## config.mk

```make
export PLATFORM = sky130hd
export DESIGN_NAME = cnn_sched_flat
export DESIGN_NICKNAME = d
export VERILOG_FILES = /design/src/rtl/cnn_pkg.sv /design/src/rtl/cnn_sched_if.sv /design/src/rtl/cnn_wdog.sv /design/src/rtl/cnn_sched.sv /design/src/flat_wrapper.sv
export SDC_FILE = /design/constraint.sdc
export NUM_CORES = 1
export LEC_CHECK = 0
export CAP_MARGIN = 20
export CELL_PAD_IN_SITES_DETAIL_PLACEMENT = 1
export CELL_PAD_IN_SITES_GLOBAL_PLACEMENT = 2
export CORE_ASPECT_RATIO = 0.5
export CORE_MARGIN = 5
export CORE_UTILIZATION = 37
export DETAILED_ROUTE_END_ITERATION = 8
export PLACE_DENSITY_LB_ADDON = 0.1
export SYNTH_ARGS = -nofsm -noshare
export SYNTH_HDL_FRONTEND = slang
export SYNTH_SLANG_ARGS = --single-unit
```

## constraint.sdc

```tcl
create_clock -name clk -period 4.2 [get_ports clk]
set_input_delay 0.84 -clock clk [delete_from_list [all_inputs] [get_ports clk]]
set_output_delay 0.84 -clock clk [all_outputs]
set_load 0.02 [all_outputs]
```

## src/rtl/cnn_pkg.sv

```systemverilog
// Shared types and defaults for the CNN pipeline scheduler and its helpers.
package cnn_pkg;
  typedef enum logic [2:0] {IDLE, L0, L1, L2, TX, ERR} sched_state_t;

  localparam int TIMEOUT_DEF = 1048576;
  localparam int CNT_W_DEF   = 8;
endpackage

```

## src/rtl/cnn_sched_if.sv

```systemverilog
// Host/layer signal bundle for cnn_sched; the master side drives events, the slave side is the scheduler.
interface cnn_sched_if import cnn_pkg::*; #(parameter int CNT_W = 8);
  // Handshake: every event and start signal is a single-cycle pulse sampled on the rising
  // edge; there is no backpressure, so a pulse seen outside its wait state is simply dropped.
  logic             strt;
  logic             tx_done;
  logic             rdy_l0;
  logic             rdy_l1;
  logic             res_vld;
  logic             strt_l0;
  logic             strt_l1;
  logic             strt_l2;
  logic             trmt;
  logic             bsy;
  logic             err;
  logic [CNT_W-1:0] frame_cnt;
  logic [CNT_W-1:0] err_cnt;
  sched_state_t     state;

  modport master (
    output strt, tx_done, rdy_l0, rdy_l1, res_vld,
    input  strt_l0, strt_l1, strt_l2, trmt, bsy, err, frame_cnt, err_cnt, state
  );

  modport slave (
    input  strt, tx_done, rdy_l0, rdy_l1, res_vld,
    output strt_l0, strt_l1, strt_l2, trmt, bsy, err, frame_cnt, err_cnt, state
  );
endinterface

```

## src/rtl/cnn_wdog.sv

```systemverilog
// Stall watchdog: counts enabled cycles after a clear and flags the last allowed cycle.
module cnn_wdog #(
  parameter int TIMEOUT = 1048576
) (
  input  logic clk,
  input  logic rst,
  input  logic clr,
  input  logic en,
  output logic expire
);
  localparam int W = $clog2(TIMEOUT);
  localparam logic [W-1:0] LAST = W'(TIMEOUT - 1);

  logic [W-1:0] cnt_q;

  // Holds at LAST so the counter can never wrap back to a fresh budget.
  always_ff @(posedge clk or posedge rst) begin
    if (rst) begin
      cnt_q <= '0;
    end else if (clr) begin
      cnt_q <= '0;
    end else if (en && (cnt_q != LAST)) begin
      cnt_q <= cnt_q + W'(1);
    end
  end

  assign expire = en && (cnt_q == LAST);
endmodule

```

## src/rtl/cnn_sched.sv

```systemverilog
// Frame sequencer for the conv / max-pool / conv pipeline: issues per-layer start pulses,
// gates the UART transmit, counts finished frames and aborts stalled ones.
module cnn_sched import cnn_pkg::*; #(
  parameter int TIMEOUT = TIMEOUT_DEF,
  parameter int CNT_W   = CNT_W_DEF
) (
  input  logic         clk,
  input  logic         rst_n,
  cnn_sched_if.slave   bus
);
  sched_state_t     state_q, state_d;
  logic             adv;
  logic             expire;
  logic             wd_en;
  logic             wd_clr;
  logic             strt_l0_q, strt_l1_q, strt_l2_q, trmt_q;
  logic             bsy_q, err_q;
  logic [CNT_W-1:0] frame_cnt_q, err_cnt_q;

  assign wd_en  = (state_q == L0) || (state_q == L1) || (state_q == L2) || (state_q == TX);
  assign wd_clr = (state_d != state_q);

  cnn_wdog #(.TIMEOUT(TIMEOUT)) u_wdog (
    .clk    (clk),
    .rst    (rst_n),
    .clr    (wd_clr),
    .en     (wd_en),
    .expire (expire)
  );

  always_comb begin
    state_d = state_q;
    adv     = 1'b0;
    unique case (state_q)
      IDLE, ERR: if (bus.strt)    state_d = L0;
      L0:        if (bus.rdy_l0)  begin adv = 1'b1; state_d = L1;   end
      L1:        if (bus.rdy_l1)  begin adv = 1'b1; state_d = L2;   end
      L2:        if (bus.res_vld) begin adv = 1'b1; state_d = TX;   end
      TX:        if (bus.tx_done) begin adv = 1'b1; state_d = IDLE; end
      default:   state_d = IDLE;
    endcase
    // A layer event landing on the expiry cycle still counts as progress.
    if (expire && !adv) state_d = ERR;
  end

  // Start pulses fire on state entry, so a pulse can never repeat on back-to-back cycles.
  always_ff @(posedge clk or posedge rst_n) begin
    if (rst_n) begin
      state_q     <= IDLE;
      strt_l0_q   <= 1'b0;
      strt_l1_q   <= 1'b0;
      strt_l2_q   <= 1'b0;
      trmt_q      <= 1'b0;
      bsy_q       <= 1'b0;
      err_q       <= 1'b0;
      frame_cnt_q <= '0;
      err_cnt_q   <= '0;
    end else begin
      state_q   <= state_d;
      strt_l0_q <= (state_d == L0) && (state_q != L0);
      strt_l1_q <= (state_d == L1) && (state_q != L1);
      strt_l2_q <= (state_d == L2) && (state_q != L2);
      trmt_q    <= (state_d == TX) && (state_q != TX);
      bsy_q     <= (state_d == L0) || (state_d == L1) || (state_d == L2) || (state_d == TX);
      err_q     <= (state_d == ERR);
      if ((state_q == TX) && (state_d == IDLE)) begin
        frame_cnt_q <= frame_cnt_q + CNT_W'(1);
      end
      if ((state_d == ERR) && (state_q != ERR) && (err_cnt_q != '1)) begin
        err_cnt_q <= err_cnt_q + CNT_W'(1);
      end
    end
  end

  assign bus.strt_l0   = strt_l0_q;
  assign bus.strt_l1   = strt_l1_q;
  assign bus.strt_l2   = strt_l2_q;
  assign bus.trmt      = trmt_q;
  assign bus.bsy       = bsy_q;
  assign bus.err       = err_q;
  assign bus.frame_cnt = frame_cnt_q;
  assign bus.err_cnt   = err_cnt_q;
  assign bus.state     = state_q;
endmodule

```

## src/flat_wrapper.sv

```systemverilog
// flat-port wrapper written by rule: the top's interface ports become plain ports
module cnn_sched_flat import cnn_pkg::*;
#(
  parameter int TIMEOUT = TIMEOUT_DEF,
  parameter int CNT_W   = CNT_W_DEF
)
  (clk, rst_n, bus_strt, bus_tx_done, bus_rdy_l0, bus_rdy_l1, bus_res_vld, bus_strt_l0, bus_strt_l1, bus_strt_l2, bus_trmt, bus_bsy, bus_err, bus_frame_cnt, bus_err_cnt, bus_state);
  cnn_sched_if #(.CNT_W(CNT_W)) bus_i ();
  input  logic clk;
  input  logic rst_n;
  input wire logic [$bits(bus_i.strt)-1:0] bus_strt;
  input wire logic [$bits(bus_i.tx_done)-1:0] bus_tx_done;
  input wire logic [$bits(bus_i.rdy_l0)-1:0] bus_rdy_l0;
  input wire logic [$bits(bus_i.rdy_l1)-1:0] bus_rdy_l1;
  input wire logic [$bits(bus_i.res_vld)-1:0] bus_res_vld;
  output wire logic [$bits(bus_i.strt_l0)-1:0] bus_strt_l0;
  output wire logic [$bits(bus_i.strt_l1)-1:0] bus_strt_l1;
  output wire logic [$bits(bus_i.strt_l2)-1:0] bus_strt_l2;
  output wire logic [$bits(bus_i.trmt)-1:0] bus_trmt;
  output wire logic [$bits(bus_i.bsy)-1:0] bus_bsy;
  output wire logic [$bits(bus_i.err)-1:0] bus_err;
  output wire logic [$bits(bus_i.frame_cnt)-1:0] bus_frame_cnt;
  output wire logic [$bits(bus_i.err_cnt)-1:0] bus_err_cnt;
  output wire logic [$bits(bus_i.state)-1:0] bus_state;
  assign bus_i.strt = bus_strt;
  assign bus_i.tx_done = bus_tx_done;
  assign bus_i.rdy_l0 = bus_rdy_l0;
  assign bus_i.rdy_l1 = bus_rdy_l1;
  assign bus_i.res_vld = bus_res_vld;
  assign bus_strt_l0 = bus_i.strt_l0;
  assign bus_strt_l1 = bus_i.strt_l1;
  assign bus_strt_l2 = bus_i.strt_l2;
  assign bus_trmt = bus_i.trmt;
  assign bus_bsy = bus_i.bsy;
  assign bus_err = bus_i.err;
  assign bus_frame_cnt = bus_i.frame_cnt;
  assign bus_err_cnt = bus_i.err_cnt;
  assign bus_state = bus_i.state;
  cnn_sched #(.TIMEOUT(TIMEOUT), .CNT_W(CNT_W)) u_core (.clk(clk), .rst_n(rst_n), .bus(bus_i));
endmodule
```

==> results of run 1 <==
through the flow:
stage,total power [mW],hold slack [ns]
3_5_place_dp,1.06,0.463
5_1_grt,1.62,0.501
4_1_cts,1.55,0.474
2_1_floorplan,0.879,0.509
6_report,1.52,0.468
3_3_place_gp,1.06,0.458
power by group through the flow:
stage	Sequential, mW	Clock (mW)	Combinational [mW]
after global placement	0.581	0	0.479
after CTS	0.576	0.487	0.483
after detailed placement	0.583	0	0.482
after global routing	0.589	0.506	0.524
final	0.574	0.467	0.474
after floorplan	0.598	0	0.281
Yosys cell counts, types with 2 or more instances:
| cell | count | area [um2] |
|---|---|---|
| o211ai_1 | 3 | 22.5 |
| nor2b_1 | 3 | 18.8 |
| a21oi_1 | 10 | 50.1 |
| a2111oi_0 | 2 | 17.5 |
| and3_1 | 6 | 37.5 |
| nor2_1 | 17 | 63.8 |
| buf_2 | 3 | 15.0 |
| o21ai_1 | 2 | 10.0 |
| or4_1 | 2 | 15.0 |
| inv_1 | 5 | 18.8 |
| o21ai_0 | 10 | 50.1 |
| or3_1 | 10 | 62.6 |
| o2111ai_1 | 2 | 17.5 |
| dfrtp_1 | 45 | 1130 |
| and2_1 | 2 | 12.5 |
| xor2_1 | 10 | 87.6 |
| nand2b_1 | 5 | 31.3 |
| xnor2_1 | 13 | 114 |
| ha_1 | 3 | 37.5 |
| nand3_1 | 8 | 40.0 |
| mux4_2 | 2 | 45.0 |
| a2111oi_4 | 2 | 55.1 |
| a211oi_1 | 2 | 15.0 |
| nand2_1 | 21 | 78.8 |
| clkbuf_1 | 5 | 18.8 |
| nand4_1 | 10 | 62.6 |
| o31ai_1 | 3 | 22.5 |
| nor3_1 | 2 | 10.0 |
cells by family after synthesis:
family	synth area share
XOR/XNOR	0.0862
AND/OR/NAND/NOR	0.217
adder cells (fa/ha/maj)	0.0161
buffers and inverters	0.0289
multiplexers	0.0332
AO/OA/AOI/OAI	0.137
flip-flops	0.482
placed cells by master (no fill, tap or decap), drive strengths merged, types with 5 or more instances in the layout:
| cell | netlist | layout |
|---|---|---|
| o21ai | 12 | 12 |
| dfrtp | 45 | 45 |
| nand2 | 21 | 21 |
| xnor2 | 13 | 13 |
| inv | 6 | 5 |
| and3 | 6 | 6 |
| clkbuf | 5 | 6 |
| xor2 | 10 | 10 |
| nand4 | 11 | 11 |
| nand2b | 5 | 5 |
| or3 | 10 | 10 |
| nor2 | 17 | 17 |
| clkdlybuf4s50 | 0 | 31 |
| a21oi | 10 | 10 |
| nand3 | 8 | 8 |
cell type report:
cell class / instances / area [um2]
clock buffers: 6 / 139
flip-flops and latches: 45 / 1130
well taps: 88 / 110
clock inverters: 2 / 37.5
multi-input cells: 167 / 1140
fillers: 698 / 3200
inverters: 6 / 22.5
repair buffers: 33 / 325
worst min path at each step:
stage                                           to  slack [ns]
2_1_floorplan   u_core.u_wdog.cnt_q[1]$_DFFE_PP0P_        0.51
3_3_place_gp   u_core.bus.frame_cnt[7]$_DFFE_PP0P_        0.46
3_5_place_dp   u_core.bus.frame_cnt[7]$_DFFE_PP0P_        0.46
4_1_cts        u_core.bus.frame_cnt[7]$_DFFE_PP0P_        0.47
5_1_grt        u_core.bus.frame_cnt[7]$_DFFE_PP0P_        0.50
6_report       u_core.bus.frame_cnt[7]$_DFFE_PP0P_        0.47
critical path: cells and delay by family:
kind | cells | cell delay [ns]
muxes | 1 | 0.38
buffers and inverters | 1 | 0.43
and+or+nand+nor | 1 | 0.53
AOI/OAI and AO/OA | 2 | 0.71
registers in the layout, indices dropped and copies added, names as in the netlist:
| register | cells |
|---|---|
| u_core.u_wdog.cnt_q | 20 |
| u_core.bus.err_cnt | 8 |
| u_core.bus.frame_cnt | 8 |
| u_core.bus.state | 3 |
| u_core.bus.bsy | 1 |
| u_core.bus.err | 1 |
| u_core.bus.strt_l0 | 1 |
| u_core.bus.strt_l1 | 1 |
| u_core.bus.strt_l2 | 1 |
| u_core.bus.trmt | 1 |
metal layers:
| metal | up-vias | track usage | part of all wire |
|---|---|---|---|
| met5 | - | 0 | 0 |
| met4 | 0 | 0.0544 | 0.015 |
| met3 | 8 | 0.0521 | 0.042 |
| met2 | 20 | 0.242 | 0.45 |
| met1 | 887 | 0.188 | 0.49 |
| li1 | 883 | - | - |
==> metrics.cfg, run 1 <==
[critical_path]
worst_setup_path_start_kind = input pin
cp-endpoint = u_core.bus.err_cnt[1]$_DFFE_PP0P_
cp_cell_sequence = clkdlybuf4s50_1, or4b_1, o41a_1, a2111oi_4, mux2_1
r2r_start = u_core.bus.state[1]$_DFF_PP0_
crit_type = input pin to flip-flop
r2r_cells = 4
cp-startpoint = bus_tx_done
arrival_ns = 2.88
path_max_fanout = 7
r2r_setup_slack_ns = 1.85
cp_slowest_cell = or4b_1
critPathMaxStageDelay_ns = 0.53
r2r_end = u_core.bus.err_cnt[1]$_DFFE_PP0P_
end_kind = flip-flop
crit_required_ns = 4.37

[pwr]
cell_internal_pwr_uw = 988
leakage_nw = 1.16
peakVddDrop_v = 0.000266
power_density_nw_per_um2 = 522
p_clk_frac = 0.308
p_comb_frac = 0.313
switching_share = 0.348
seqPwrFrac = 0.379
p_sw_uw = 527

[hold_path]
whs_path_depth = 1
min_from = u_core.bus.frame_cnt[7]$_DFFE_PP0P_
min_path_type = flip-flop to flip-flop

[outcome]
outcome = completed

[floorplan]
start_util = 0.383
die_w_um = 122
die_y_um = 66.2
io_pins = 32
core_area_um2 = 6110
dieArea_um2 = 8100
num_rows = 20

[run]
cap_violations = 0

[clocking]
cts-root-buf = clkbuf_16
cts_resized = 0
cts_buffers = 5
htreeDepth = 2
clock-sinks = 45
cts_setup_buffers = 0
clk_path_buf_depth = 2
clock_latency_ns = 0.29
holdBufCountCts = 0
tritoncts = built
path_clk_slew_ns = 0.06

[finish]
diodes = 0
final_net_count = 268
postLayoutCoreUtil = 0.476
fin_cells = 347
drive_above_1_share = 0.0734
syn2layout_area_growth_pct = 24.3
stdcell_area_um2 = 2900

[sta]
max_freq_mhz = 370
drv_slew = 0
grt_setup_unrepaired = no
min_period_ns = 2.70
finalHoldViolCount = 0
maxSlewHeadroom = 0.566
worst_pin_slew_ns = 0.635
skew_ns = 0.00576
report.final.setup_viol = 0
finalSetupTns_ns = 0
layout_setup_ws_ns = 1.50
period_share = 0.644

[synthesis]
avgSynthCellArea_um2 = 10.3
yosysWarnings = 0
syn-num-nets = 237
ys_types = 47
syn-cell-area_um2 = 2340
ys_ff_latch = 45
synth_flop_cell = dfrtp_1
ys_async_sr_fraction = 1.00
synth_edf_count = 0
syn_inst = 227
seq_area_frac_synth = 0.482

[detailed_routing]
vias = 1798
wl_per_cell_um = 15.2
drt_iter0_drc = 74
first_pass_iters = 4
totalWireLength_um = 5290
ant_nets = 0
drc_errors = 0
vias_per_cell = 5.18

[global_routing]
grt_overflow = 0
grt_pass1_wl_um = 9510
grt_max_degree = 46
first_global_vias = 1960
track_usage = 0.150
antenna_found_initial = 0

[placed_design]
post-place-ws_ns = 1.15
placed_cell_area_um2 = 2730
place.gp.congestion = 0.841
dpl.hpwl_um = 3680
dp.cells = 339
port_buffers = 31

Power figures use the tool's default switching activity.
==> inputs of run 2 (changes only) <==
CORE_UTILIZATION = 31   (was 37)
clock period = 2.2 ns   (was 4.2 ns; I/O delays follow)
==> metrics.cfg, run 2 (synthesized netlist as in run 1, its figures left out) <==
[clocking]
path_clk_slew_ns = 0.06  ; about the same
tritoncts = built
clock-sinks = 45  ; unchanged
clock_latency_ns = 0.29  ; about the same
htreeDepth = 2  ; unchanged
clk_path_buf_depth = 2  ; unchanged
cts_buffers = 5  ; unchanged
holdBufCountCts = 0  ; unchanged
cts-root-buf = clkbuf_16

[sta]
grt_setup_unrepaired = yes
drv_slew = 0  ; unchanged
report.final.setup_viol = 0  ; unchanged
min_period_ns = 2.15
worst_pin_slew_ns = 0.506  ; -0.128 ns
period_share = 0.979
maxSlewHeadroom = 0.654  ; +0.0878
finalHoldViolCount = 0  ; unchanged
skew_ns = 0.00397  ; -0.00179 ns
max_freq_mhz = 464

[critical_path]
cp-startpoint = bus_rdy_l0
cp_top_family = buffers and inverters
cp.depth = 7  ; +2
end_kind = flip-flop
r2r_cells = 7  ; +3
worstPathBufferInverterCount = 2  ; +1
critPathMaxStageDelay_ns = 0.55  ; +0.02 ns
path_max_fanout = 6  ; -1
cp_cell_sequence = clkdlybuf4s50_1, nand2b_1, mux4_2, o211ai_1, a21boi_4, buf_4, a211oi_1
r2r_end = u_core.u_wdog.cnt_q[13]$_DFFE_PP0P_
crit_required_ns = 2.37  ; -2.00 ns
cp-endpoint = u_core.u_wdog.cnt_q[6]$_DFFE_PP0P_
arrival_ns = 2.32  ; -0.56 ns
r2r_setup_slack_ns = 0.10  ; -1.75 ns
cp_slowest_cell = clkdlybuf4s50_1
crit_type = input pin to flip-flop
r2r_start = u_core.u_wdog.cnt_q[0]$_DFFE_PP0P_
worst_setup_path_start_kind = input pin

[floorplan]
dieArea_um2 = 9480  ; +17%
start_util = 0.319  ; -0.0636
num_rows = 22  ; +10%
io_pins = 32  ; unchanged
core_area_um2 = 7320  ; +20%
die_y_um = 71.4  ; +7.9%
die_w_um = 133  ; +8.5%

[pwr]
cell_internal_pwr_mw = 1.98  ; +100%
p_clk_frac = 0.261  ; -0.047
power_mw = 3.07  ; +100%
seqPwrFrac = 0.331  ; -0.048
peakVddDrop_v = 0.000470  ; +77%
leakage_nw = 1.35  ; +17%
switching_share = 0.354  ; +0.00643
p_comb_frac = 0.408  ; +0.095
power_density_nw_per_um2 = 960  ; +84%
p_sw_mw = 1.09  ; +110%

[global_routing]
track_usage = 0.144  ; -0.00692
grt_overflow = 0  ; unchanged
antenna_found_initial = 0  ; unchanged
grt_pass1_wl_um = 10900  ; +15%
first_global_vias = 2211  ; +13%
grt_max_degree = 29  ; -37%

[detailed_routing]
ant_nets = 0  ; unchanged
first_pass_iters = 4  ; unchanged
vias_per_cell = 5.04  ; -2.7%
totalWireLength_um = 6300  ; +19%
drc_errors = 0  ; unchanged
drt_iter0_drc = 94  ; +27%
wl_per_cell_um = 16.1  ; +5.5%
vias = 1977  ; +10%

[finish]
drive_above_1_share = 0.199  ; +0.126
final_net_count = 305  ; +14%
syn2layout_area_growth_pct = 37.0
fill_cells = 829  ; +19%
final_common_cell = dfrtp_1
mostFrequentLayoutCells = 45 x dfrtp_1, 38 x buf_4, 30 x clkdlybuf4s50_1
fin_cells = 392  ; +13%
stdcell_area_um2 = 3200  ; +10%
diodes = 0  ; unchanged
largest_reg_flops = 20  ; unchanged
top_register = u_core.u_wdog.cnt_q

[placed_design]
dpl.hpwl_um = 4650  ; +26%
port_buffers = 31  ; unchanged
dp.cells = 380  ; +12%
placed_cell_area_um2 = 2990  ; +9.4%
place.gp.congestion = 0.763  ; -9.2%

[hold_path]
min_path_type = flip-flop to flip-flop

[run]
cap_violations = 0  ; unchanged

[outcome]
outcome = completed

==> run 2: layout make-up <==
class,count,area [um2],share of cell area
Timing Repair Buffer,70,606,0.189
Clock buffer,7,153,0.0477
Multi-Input combinational cell,167,1170,0.365
Inverter,6,22.5,0.00703
Tap cell,96,120,0.0375
Clock inverter,1,5.00,0.00156
Sequential cell,45,1130,0.352
==> run 2: worst reg2reg max path, cell delays in order (launching register included) <==
cell	delay, ns
dfrtp_1	0.40
ha_1	0.23
and2_1	0.18
and3_1	0.21
a211o_4	0.36
buf_4	0.15
or3_1	0.35
a21oi_1	0.14
==> run 2: worst min-delay path by stage <==
stage	start	endpoint	depth (start not counted)
2_1_floorplan	u_core.u_wdog.cnt_q[1]$_DFFE_PP0P_	u_core.u_wdog.cnt_q[1]$_DFFE_PP0P_	2
4_1_cts	u_core.bus.frame_cnt[7]$_DFFE_PP0P_	u_core.bus.frame_cnt[7]$_DFFE_PP0P_	1
5_1_grt	u_core.bus.frame_cnt[7]$_DFFE_PP0P_	u_core.bus.frame_cnt[7]$_DFFE_PP0P_	1
3_5_place_dp	u_core.bus.frame_cnt[7]$_DFFE_PP0P_	u_core.bus.frame_cnt[7]$_DFFE_PP0P_	1
6_report	u_core.bus.frame_cnt[7]$_DFFE_PP0P_	u_core.bus.frame_cnt[7]$_DFFE_PP0P_	1
3_3_place_gp	u_core.bus.frame_cnt[7]$_DFFE_PP0P_	u_core.bus.frame_cnt[7]$_DFFE_PP0P_	1
==> run 2: stage by stage <==
step	util	setup TNS [ns]	worst slack, ns	hold slack [ns]
2_1_floorplan	-	0	0.0607	0.509
3_3_place_gp	0.408	-10.11	-0.372	0.458
3_5_place_dp	0.408	-11.63	-0.445	0.467
4_1_cts	0.434	0	0.00859	0.478
5_1_grt	0.437	-0.0301	-0.0129	0.497
6_report	0.437	0	0.0451	0.475
==> run 2: routing by layer <==
metal / track usage / routed length (um) / vias to the layer above
li1: - / - / 952
met1: 0.182 / 3090 / 995
met2: 0.243 / 2930 / 25
met3: 0.0428 / 223 / 5
met4: 0.0380 / 57 / 0
met5: 0 / 0 / -
==> run 2: repair_timing <==
item / CTS / global route
setup endpoints to repair: 24 / 15
gates resized for setup: 5 / 5
buffers inserted: 2 / 1
cloned: 1 / 0
pin swaps: 3 / 4
endpoints found under the hold margin: 0 / 0
==> run 2: power by group through the flow <==
stage,Combinational (mW),Sequential [mW],Clock [mW]
3_5_place_dp,1.18,1.03,0
2_1_floorplan,0.536,1.14,0
3_3_place_gp,1.16,1.03,0
5_1_grt,1.36,1.03,0.878
6_report,1.25,1.02,0.804
4_1_cts,1.24,1.02,0.831
==> inputs of run 3 (changes only) <==
CORE_UTILIZATION = 32   (was 31)
CTS_CLUSTER_DIAMETER = 200   (was unset)
SYNTH_HIERARCHICAL = 1   (was unset)
==> metrics.cfg, run 3 <==
[placed_design]
placed_cell_area_um2 = 3210  ; +7.6%
dp.cells = 406  ; +6.8%
port_buffers = 31  ; unchanged
place.gp.congestion = 0.743  ; -2.7%
dpl.hpwl_um = 4580  ; -1.6%

[hold_path]
min_path_type = flip-flop to flip-flop
min_from = u_core/bus.frame_cnt[7]$_DFFE_PP0P_

[critical_path]
crit_type = flip-flop to flip-flop
cp_cell_sequence = nor2_4, xnor2_2, nand4_1, or2_4, nor4_4, o221ai_4, mux2i_1, or4b_4, or4_1, nand2_1
critPathMaxStageDelay_ns = 0.52  ; -0.03 ns
cp_top_family = simple AND/OR/NAND/NOR gates
end_kind = flip-flop
crit_required_ns = 2.43  ; +0.06 ns
r2r_start = u_core/bus.state[0]$_DFF_PP0_
arrival_ns = 3.00  ; +0.68 ns
path_max_fanout = 2  ; -4
cp-startpoint = u_core/bus.state[0]$_DFF_PP0_
worstPathBufferInverterCount = 0  ; -2
worst_setup_path_start_kind = flip-flop
cp_slowest_cell = or4b_4

[finish]
syn2layout_area_growth_pct = 41.4
fin_cells = 420  ; +7.1%
largest_reg_flops = 20  ; unchanged
final_net_count = 333  ; +9.2%
drive_above_1_share = 0.299  ; +0.100
stdcell_area_um2 = 3420  ; +7.0%
mostFrequentLayoutCells = 53 x buf_4, 44 x dfrtp_1, 31 x clkdlybuf4s50_1
diodes = 0  ; unchanged
final_common_cell = buf_4
postLayoutCoreUtil = 0.466  ; +0.0287
top_register = u_core/u_wdog/cnt_q

[outcome]
outcome = finished, violations left
violations = negative setup slack

[detailed_routing]
first_pass_iters = 4  ; unchanged
drt_iter0_drc = 41  ; -56%
ant_nets = 0  ; unchanged
drc_errors = 0  ; unchanged
totalWireLength_um = 6110  ; -3.0%
wl_per_cell_um = 14.6  ; -9.5%
vias = 2052  ; +3.8%
vias_per_cell = 4.89  ; -3.1%

[pwr]
power_mw = 3.55  ; +16%
peakVddDrop_v = 0.000380  ; -19%
power_density_nw_per_um2 = 1040  ; +8.1%
leakage_nw = 1.51  ; +12%

[synthesis]
synth.area.top_cells = dfrtp_1 47%, xnor2_1 4.7%, xor2_1 4.3%
ys_async_sr_fraction = 1.00  ; unchanged
yosys.area.top_type = dfrtp_1
synth_edf_count = 0  ; unchanged
yosysWarnings = 6  ; +6
synthTopCellsByCount = 45 x dfrtp_1, 23 x nor2_1, 17 x nand2_1
syn-num-nets = 248  ; +4.6%
avgSynthCellArea_um2 = 10.2  ; -1.2%
syn-cell-area_um2 = 2420  ; +3.6%
seq_area_frac_synth = 0.465  ; -0.0167
synth_flop_cell = dfrtp_1
syn_inst = 238  ; +4.8%
ys_ff_latch = 45  ; unchanged
post-synth-top-count-cell = dfrtp_1
ys_types = 54  ; +15%
yosysTopAreaCellShare = 0.465  ; -0.0167

[clocking]
clock-sinks = 45  ; unchanged
holdBufCountCts = 0  ; unchanged
cts-root-buf = clkbuf_16
path_clk_slew_ns = 0.06  ; about the same
cts_buffers = 5  ; unchanged
htreeDepth = 2  ; unchanged
clock_latency_ns = 0.29  ; about the same
tritoncts = built
clk_path_buf_depth = 2  ; unchanged

[floorplan]
core_area_um2 = 7350  ; +0.38%
dieArea_um2 = 9510  ; +0.31%
die_y_um = 71.5  ; +0.15%
num_rows = 22  ; unchanged
die_w_um = 133  ; +0.16%
start_util = 0.329  ; +0.0102
io_pins = 32  ; unchanged

[sta]
layout_setup_ws_ns = -0.575  ; -0.621 ns
skew_ns = 0.00624  ; +0.00226 ns
drv_slew = 0  ; unchanged
worst_pin_slew_ns = 0.529  ; +0.0223 ns
min_period_ns = 2.78  ; +0.621 ns
max_freq_mhz = 360  ; -22%
maxSlewHeadroom = 0.644  ; -0.00942
grt_setup_unrepaired = yes
period_share = 1.26  ; +0.282
finalHoldViolCount = 0  ; unchanged
report.final.setup_viol = 31  ; +31

[global_routing]
first_global_vias = 2189  ; -1.0%
grt_max_degree = 26  ; -10%
grt_overflow = 0  ; unchanged
grt_pass1_wl_um = 10700  ; -1.8%
track_usage = 0.138  ; -0.00511
antenna_found_initial = 0  ; unchanged

[run]
cap_violations = 0  ; unchanged

## run 3: cell types whose count changed after synthesis, sizes merged, moves of 4 or more
| cell | change |
|---|---|
| and4 | +4 |
| nand2 | -4 |
| o21ai | -4 |
| nand3 | +6 |
| nor2 | +7 |
| or3 | -5 |
## run 3: worst paths after layout
path                       slack (ns)  cells after the start                             endpoint
max                             -0.58                     10   u_core/u_wdog/cnt_q[9]$_DFFE_PP0P_
min                              0.47                      1  u_core/bus.frame_cnt[7]$_DFFE_PP0P_
max reg2reg                     -0.58                     10   u_core/u_wdog/cnt_q[9]$_DFFE_PP0P_
min reg2reg                      0.47                      1  u_core/bus.frame_cnt[7]$_DFFE_PP0P_
max in group asynchronous        1.40                      3        u_core/bus.state[0]$_DFF_PP0_
min in group asynchronous        0.51                      3  u_core/u_wdog/cnt_q[11]$_DFFE_PP0P_
## run 3: final cells by class
type / count / area (um2)
clock buffer: 6 / 129
clock inverter: 2 / 10.0
fill: 830 / 3930
inverter: 8 / 30.0
multi-input combinational: 176 / 1270
sequential: 45 / 1130
tap: 96 / 120
timing repair buffer: 87 / 742
## run 3: through the flow
step	hold WS (ns)	TNS, ns	setup WS, ns
2_1_floorplan	0.404	-17.54	-0.916
3_5_place_dp	0.471	-13.54	-0.707
6_report	0.474	-11.61	-0.575
5_1_grt	0.511	-17.03	-0.731
3_3_place_gp	0.460	-11.79	-0.648
4_1_cts	0.480	-10.49	-0.574
## run 3: what timing repair did
action                     in CTS  in global routing
setup endpoints to repair      30                 32
pin swaps                       3                  2
resized for setup               3                  4
hold endpoints to repair        0                  0
setup buffers                   2                  4
## run 3: logic make-up after synthesis
kind of cell             Yosys count  share of synthesized area
multiplexers                       5                     0.0222
buffers and inverters             17                     0.0424
flip-flops                        45                      0.465
AND/OR/NAND/NOR                  112                      0.270
XOR/XNOR                          25                     0.0904
adder cells (fa/ha/maj)            3                     0.0155
AO/OA/AOI/OAI                     31                     0.0941
## run 3: worst reg2reg max path: stages (launching register included)
cell,delay (ns)
dfrtp_2,0.42
nor2_4,0.14
xnor2_2,0.14
nand4_1,0.14
or2_4,0.27
nor4_4,0.23
o221ai_4,0.16
mux2i_1,0.14
or4b_4,0.52
or4_1,0.48
nand2_1,0.08
## run 3: power breakdown
group / switching [mW] / internal, mW / total (mW)
Combinational: 0.935 / 0.802 / 1.74
Clock: 0.312 / 0.417 / 0.729
Sequential: 0.130 / 0.957 / 1.09
Total: 1.38 / 2.18 / 3.55
## run 3: per-layer routing
layer,vias to the layer above,global-route usage,share of wire
li1,1012,-,-
met4,0,0.0438,0.0075
met1,1015,0.175,0.49
met5,-,0,0
met2,20,0.232,0.47
met3,5,0.0393,0.033
